--- src/rtl/bcd_seg_scan.sv ---
// rtl/bcd_seg_scan.sv - captures a BCD result and scans it onto a multiplexed 7-segment display
// Capture on flag rising edge, prescaled digit scan, optional leading-zero blanking, sticky error.
module bcd_seg_scan #(
  parameter int SCAN_DIV = 4,
  parameter int DIV_W    = 8
) (
  input  logic       i_clk,
  input  logic       i_rst,
  input  logic       i_flag,
  input  logic [9:0] i_bcd_in,
  input  logic       i_blank_en,
  output logic [6:0] o_seg,
  output logic [2:0] o_dig_sel,
  output logic       o_frame_done,
  output logic       o_err
);

  typedef enum logic [1:0] {DIG0, DIG1, DIG2} state_t;

  localparam logic [DIV_W-1:0] LAST_CNT = DIV_W'(SCAN_DIV - 1);

  state_t           r_state;
  state_t           w_next_state;
  logic [DIV_W-1:0] r_cnt;
  logic [9:0]       r_held;
  logic             r_loaded;
  logic             r_flag_d;
  logic [6:0]       r_seg;
  logic [2:0]       r_dig_sel;
  logic             r_frame_done;
  logic             r_err;

  logic             w_cap;
  logic             w_valid;
  logic             w_tick;
  logic [3:0]       w_digit;
  logic             w_blank;
  logic [6:0]       w_seg;
  logic [2:0]       w_dig_sel;
  logic             w_frame_done;

  function automatic logic [6:0] seg_decode(input logic [3:0] d);
    case (d)
      4'd0:    seg_decode = 7'h3F;
      4'd1:    seg_decode = 7'h06;
      4'd2:    seg_decode = 7'h5B;
      4'd3:    seg_decode = 7'h4F;
      4'd4:    seg_decode = 7'h66;
      4'd5:    seg_decode = 7'h6D;
      4'd6:    seg_decode = 7'h7D;
      4'd7:    seg_decode = 7'h07;
      4'd8:    seg_decode = 7'h7F;
      4'd9:    seg_decode = 7'h6F;
      default: seg_decode = 7'h00;
    endcase
  endfunction

  assign w_cap   = i_flag & ~r_flag_d;
  assign w_valid = (i_bcd_in[9:8] <= 2'd2) && (i_bcd_in[7:4] <= 4'd9) && (i_bcd_in[3:0] <= 4'd9);
  assign w_tick  = (r_cnt == LAST_CNT);

  always_ff @(posedge i_clk or negedge i_rst) begin
    if (!i_rst) begin
      r_flag_d <= 1'b0;
      r_held   <= 10'd0;
      r_loaded <= 1'b0;
      r_err    <= 1'b0;
      r_cnt    <= '0;
      r_state  <= DIG0;
    end else begin
      r_flag_d <= i_flag;
      r_cnt    <= w_tick ? '0 : r_cnt + 1'b1;
      r_state  <= w_next_state;
      if (w_cap) begin
        if (w_valid) begin
          r_held   <= i_bcd_in;
          r_loaded <= 1'b1;
        end else begin
          r_err    <= 1'b1;
        end
      end
    end
  end

  always_comb begin
    w_next_state = r_state;
    if (w_tick) begin
      case (r_state)
        DIG0:    w_next_state = DIG1;
        DIG1:    w_next_state = DIG2;
        default: w_next_state = DIG0;
      endcase
    end
  end

  // Display path works from registered state/held, so every change shows one clock later.
  always_comb begin
    w_digit      = r_held[3:0];
    w_blank      = 1'b0;
    w_dig_sel    = 3'b001;
    w_frame_done = r_loaded & w_tick & (r_state == DIG2);
    case (r_state)
      DIG0: begin
        w_digit   = r_held[3:0];
        w_dig_sel = 3'b001;
      end
      DIG1: begin
        w_digit   = r_held[7:4];
        w_dig_sel = 3'b010;
        w_blank   = i_blank_en && (r_held[9:8] == 2'd0) && (r_held[7:4] == 4'd0);
      end
      default: begin
        w_digit   = {2'b00, r_held[9:8]};
        w_dig_sel = 3'b100;
        w_blank   = i_blank_en && (r_held[9:8] == 2'd0);
      end
    endcase
    w_seg = w_blank ? 7'h00 : seg_decode(w_digit);
    if (!r_loaded) begin
      w_seg     = 7'h00;
      w_dig_sel = 3'b000;
    end
  end

  always_ff @(posedge i_clk or negedge i_rst) begin
    if (!i_rst) begin
      r_seg        <= 7'h00;
      r_dig_sel    <= 3'b000;
      r_frame_done <= 1'b0;
    end else begin
      r_seg        <= w_seg;
      r_dig_sel    <= w_dig_sel;
      r_frame_done <= w_frame_done;
    end
  end

  assign o_seg        = r_seg;
  assign o_dig_sel    = r_dig_sel;
  assign o_frame_done = r_frame_done;
  assign o_err        = r_err;

endmodule
--- config.mk ---
export PLATFORM = sky130hd
export DESIGN_NAME = bcd_seg_scan
export DESIGN_NICKNAME = d
export VERILOG_FILES = /design/src/rtl/bcd_seg_scan.sv
export SDC_FILE = /design/constraint.sdc
export NUM_CORES = 1
export LEC_CHECK = 0
export CORE_AREA = 4 4 54 68
export DETAILED_ROUTE_END_ITERATION = 16
export DIE_AREA = 0 0 58 72
export PLACE_DENSITY_LB_ADDON = 0.25
export SETUP_SLACK_MARGIN = 0.02
export SYNTH_ARGS = -nofsm -noshare
export SYNTH_HDL_FRONTEND = slang
export SYNTH_SLANG_ARGS = --single-unit
export TNS_END_PERCENT = 10
--- constraint.sdc ---
create_clock -name i_clk -period 3.8 [get_ports i_clk]
set_input_delay 0.95 -clock i_clk [delete_from_list [all_inputs] [get_ports i_clk]]
set_output_delay 0.95 -clock i_clk [all_outputs]
set_load 0.02 [all_outputs]
==> impl_results.md, run 1 <==
* Netlist Area Pre-Place at 1543 um^2
* CP Cell Sequence: clkdlybuf4s50_1, o21ai_0, nand3_1, or3b_4, mux2_2
* Worst-Margin Slew at 0.4699 ns
* Synth Area per Inst at 11.78 um^2
* Post-synthesis sequential area ratio at 55.15%
* Fin Hold WS at 0.4689 ns
* Die area at 4176 um^2
* Max Freq at 431.4 MHz
* Startpoint Class: primary input
* Metal2 WL at 1.466 mm
* Register area at 850.8 um^2
* DRT Pass-1 Iters at 4
* Max-cap viol count at 0
* Share of layout cells above drive strength 1 at 14.91%
* Synth Register Bits at 34
* Most common cell after layout, fill and taps aside: dfrtp_1
* Dpl hpwl at 2.073 mm
* Gate Count Post-Synth at 131
* Most frequent cells in the layout: dfrtp_1 (34), clkdlybuf4s50_1 (25), mux2_2 (10)
* IO Pins at 26
* # hold bufs at CTS at 0
* Fillers at 262
* Die Y-Extent at 72 um
* Number of DRC markers in iteration 0 at 17
* CP max FO at 11
* GPL Wtd Cong at 0.8099
* Clk root buf: clkbuf_8
* Max-slew headroom at 68.34%
* Multi-input gate area at 651.9 um^2
* CP max stage cell: or3b_4
* Sink Count at 34
* Critical Path RT at 3.97 ns
* Setup crit end kind: register
* Area grow syn2layout at 24.01%
* First-pass GRT wire length at 4.609 mm
* Setup Skew at 0.005730 ns
* Area contributors post-synth: dfrtp_1 (55%), mux2_2 (7.3%), ha_1 (4.9%)
* DRT antenna net count at 0
* I/O Buffers at 25
* Vias per inst at 5.323
* RSZ-0062 raised after global routing: false
* Die Wd at 58 um
* Num rows at 23
* Leak at 0.0008577 uW
* Fin. Hold Viols at 0
* Sum Neg Setup Slack at 0 ns
* Met1 Wirelength at 1.103 mm
* Min cycle time layout at 2.318 ns
* Skew-Pair Late Insertion Delay at 0.28 ns
* Core area at 3108 um^2
* Total number of vias at 1,054
* Yosys warns at 0
* Vias in the first global route at 1,032
* Crit Path Class: in -> reg
* Highest metal used: met4
* Final wirelength at 2.742 mm
* Area share of the largest cell type after synthesis at 55.15%
* Pin count of the biggest net entering global routing at 35
* DRC at 0
* CTS tree: done
* Wire length per cell at 13.85 um
* Post-synthesis cell type count at 34
* Worst hold path type: reg -> reg
* CTS buffer count at 5
* Final cycle utilization of the critical path at 61.00%
* Overall Global Routing Usage at 14.93%
* Post CTS Setup Buffer Count at 0
* Initial core utilization at 49.64%
* Worst-case vdd ir drop at 0.0003917 V
* Initial antenna violation count at 0
* CTS max path bufs at 2
* Syn Nets at 151
* GRT Residual Overflow at 0
* Met3 WL at 133 um
* H-Tree Depth at 2
* Crit path arrival time at 2.49 ns
* Power density cells at 528.6 nW/um^2
* Delay of the slowest critical-path stage at 0.48 ns
* Final Max Slew Viols at 0
* Area leader, netlist: dfrtp_1
* Ant diodes at 0
* Nets@finish at 180
* Cts repair resizes at 0
* Post-layout power at 1011 uW
* Clock Pin Slew Worst Setup and Hold Paths at 0.07 ns
* Final setup fails at 0
* Status: finished, final reports clean
==> flip-flops by register name (all words and copies together) (netlist names) <==
| register | count |
|---|---|
| o_dig_sel | 3 |
| o_err | 1 |
| o_frame_done | 1 |
| o_seg | 7 |
| r_cnt | 8 |
| r_flag_d | 1 |
| r_held | 10 |
| r_loaded | 1 |
| r_state | 2 |
==> final timing paths <==
| kind | to | from | depth (start not counted) | slack [ns] |
|---|---|---|---|---|
| setup / recovery | r_held[8] | i_bcd_in[6] | 5 | 1.48 |
| hold / removal | r_cnt[0] | r_cnt[0] | 1 | 0.47 |
| setup reg to reg | o_seg[0] | r_state[0] | 6 | 1.77 |
| hold reg to reg | r_cnt[0] | r_cnt[0] | 1 | 0.47 |
| max in group asynchronous | o_seg[6] | i_rst | 2 | 2.43 |
| min in group asynchronous | r_cnt[3] | i_rst | 2 | 1.06 |
==> cell families (layout without fill, tap and decap cells) <==
family                     Yosys count  count (layout)  synth area share (%)
and+or+nand+nor                     43              43                 14.52
DFF                                 34              34                 55.15
AOI/OAI and AO/OA                   18              18                 7.624
muxes                               16              16                 11.84
buffers and inverters                8              38                 2.595
adders and majority gates            6               6                 4.866
xor gates and xnor gates             6               6                 3.406
==> stage by stage <==
stage	setup slack, ns	area [um^2]	cells	utilization, %
global route	1.427	1913	198	61.55
finish	1.482	1913	198	61.55
global placement	1.217	1822	190	58.62
floorplan	1.708	1543	131	-
detailed placement	1.170	1822	190	58.62
CTS	1.476	1913	198	61.55
==> routing by layer <==
metal	global-route usage, %	vias to the layer above
met5	0	-
met4	7.474	0
met3	6.228	3
met2	25.13	24
met1	15.89	513
li1	-	514
==> power breakdown <==
group          internal [uW]  leakage [uW]  switching, uW
clock network            146     0.0000482            121
logic                    148      0.000394            141
registers                423      0.000415           31.7
total                    717      0.000858            294
==> area by class of cell <==
class                   count  area share, %
flip-flops and latches     34          44.47
multi-input cells          89          34.07
repair buffers             26          13.47
clock buffers               7          4.513
well taps                  37          2.420
inverters                   4         0.7848
clock inverters             1         0.2616
==> worst max-delay path, delay by kind of cell <==
kind	cells	cell delay [ns]
buf+inv	1	0.42
compound gates	1	0.19
mux	1	0.31
simple gates	2	0.61
==> synthesized netlist by cell type (all sizes together) <==
library cell,number
buf,3
nand2,9
clkbuf,1
o21a,2
xnor2,5
nor3,4
mux2,12
nor4b,1
nor4,1
nor3b,2
xor2,1
o21ai,5
a21o,2
ha,6
and3,3
nor2,9
nor2b,1
nand3,7
and2,2
or2,2
a31o,1
mux2i,4
or3b,1
a31oi,2
inv,4
nor4bb,1
a311oi,1
dfrtp,34
a21oi,4
a211o,1
(Power assumes the default switching activity.)
==> run 2: changes to the inputs <==
Settings changed: CORE_AREA 4 4 54 68 to 4 4 57 72, DIE_AREA 0 0 58 72 to 0 0 61 76.
Clock period 3.8 ns to 1.9 ns, I/O delays scaled along.
==> impl_results.md, run 2 (synthesis gave the netlist of run 1 again) <==
* IO Pins at 26
* Wire length per cell at 13.88 um
* P_sw at 566.3 uW
* Area grow syn2layout at 26.12%
* Vias per inst at 5.278
* GR Util met1 at 15.65%
* Worst-Margin Slew at 0.4247 ns
* # hold bufs at CTS at 0
* Critical path launch point: i_bcd_in[5]
* Setup crit end kind: register
* Worst hold path type: reg -> reg
* Status: finished, final reports clean
* Final setup fails at 0
* Logic pwr share at 29.5%
* Skew-Pair Late Insertion Delay at 0.28 ns
* Vias in the first global route at 1,117
* Die area at 4636 um^2
* Crit Path Class: in -> reg
* Share of layout cells above drive strength 1 at 16.87%
* Worst setup margin at 0.09728 ns
* GR peak layer: met2
* Startpoint Class: primary input
* CP Cell Sequence: clkdlybuf4s50_1, o21ai_0, nand3_1, or3b_4, mux2_2
* Biggest register: r_held
* Most common cell after layout, fill and taps aside: dfrtp_1
* Crit path to: r_held[0]
* Final std cells w/o fill at 205
* Max reg flops at 10
* Clk root buf: clkbuf_8
* R2R cell count at 5
* DRT Pass-1 Iters at 4
* Initial antenna violation count at 0
* Ant diodes at 0
* Worst-case vdd ir drop at 0.0005754 V
* First-pass GRT wire length at 5.009 mm
* DRT antenna net count at 0
* RSZ-0062 raised after global routing: false
* Die Wd at 61 um
* R2R Path End: o_seg[3]
* Clock Power Share at 24.2%
* Net Sw Frac at 28.76%
* Setup WS pre-CTS at -0.1909 ns
* Final Max Slew Viols at 0
* Met3 Track Usage GR at 5.763%
* CTS max path bufs at 2
* Total number of vias at 1,082
* Placed insts at 198
* Leak at 0.0008777 uW
* Max-cap viol count at 0
* Dpl hpwl at 2.201 mm
* Internal power component at 1403 uW
* CTS buffer count at 5
* Max-slew headroom at 71.69%
* Nets@finish at 186
* Crit path arrival time at 1.96 ns
* Min cycle time layout at 1.803 ns
* Power density cells at 1012 nW/um^2
* Post CTS Setup Buffer Count at 0
* Sink Count at 34
* Most frequent cells in the layout: dfrtp_1 (34), clkdlybuf4s50_1 (25), mux2_2 (10)
* GPL Wtd Cong at 0.7656
* Flop pwr share at 46.2%
* H-Tree Depth at 2
* CTS tree: done
* Worst r2r src: r_state[0]
* Setup Skew at 0.005939 ns
* I/O Buffers at 25
* CP max FO at 11
* Delay of the slowest critical-path stage at 0.47 ns
* Overall Global Routing Usage at 14.78%
* Clock Pin Slew Worst Setup and Hold Paths at 0.06 ns
* Fin. Hold Viols at 0
* Max Freq at 554.7 MHz
* Cts repair resizes at 0
* DRC at 0
* Final cycle utilization of the critical path at 94.88%
* Pin count of the biggest net entering global routing at 35
* Sum Neg Setup Slack at 0 ns
* Die Y-Extent at 76 um
* Initial core utilization at 45.07%
* Worst R2R Setup Slack at 0.19 ns
* CP max stage cell: or3b_4
* Grt met2 use at 24.95%
* Final wirelength at 2.845 mm
* GRT Residual Overflow at 0
* Number of DRC markers in iteration 0 at 17
* Num rows at 24
* Core area at 3423 um^2
* Critical Path RT at 2.06 ns
## run 2: cell count changes in the layout (fill, tap and decap cells not counted), sizes merged
cell,change
buf,+6
clkinv,-1
## run 2: layout make-up
cell class,count,area (um^2)
tap,39,48.80
multi-input combinational,89,651.9
sequential,34,850.8
fill,311,1478
timing repair buffer,32,302.8
clock buffer,7,76.32
inverter,4,15.01
## run 2: per-stage QoR
stage	instance area [um^2]	hold slack, ns	util (%)	power, uW
after CTS	1946	0.4700	56.83	2002
after global placement	1869	0.4421	54.61	1494
after detailed placement	1869	0.4623	54.61	1515
final	1946	0.4623	56.83	1969
after global routing	1946	0.4850	56.83	2101
after floorplan	1543	0.1794	-	1264
## run 2: how the worst min path moves through the flow
stage / from / to / cells after the start / slack (ns)
2_1_floorplan: i_rst / o_dig_sel[0] / 0 / 0.18
3_3_place_gp: r_cnt[0] / r_cnt[0] / 1 / 0.44
3_5_place_dp: r_cnt[0] / r_cnt[0] / 1 / 0.46
4_1_cts: r_cnt[0] / r_cnt[0] / 1 / 0.47
5_1_grt: r_cnt[0] / r_cnt[0] / 1 / 0.49
6_report: r_cnt[0] / r_cnt[0] / 1 / 0.46
## run 2: power by group through the flow
stage / Sequential, uW / Combinational (uW) / Clock [uW]
after floorplan: 999 / 266 / 0
after global placement: 920 / 575 / 0
after detailed placement: 925 / 589 / 0
after CTS: 912 / 591 / 498
after global routing: 927 / 642 / 533
final: 911 / 581 / 477
## run 2: worst max-delay path, delay by kind of cell
family,cells,cell delay (ns)
compound gates,1,0.18
buf+inv,1,0.41
mux,1,0.31
simple gates,2,0.58
## run 2: layer usage
metal  wire length [um]  vias up
li1                   -      526
met3                135        2
met4                 27        0
met2               1623       22
met5                  0        -
met1               1059      532
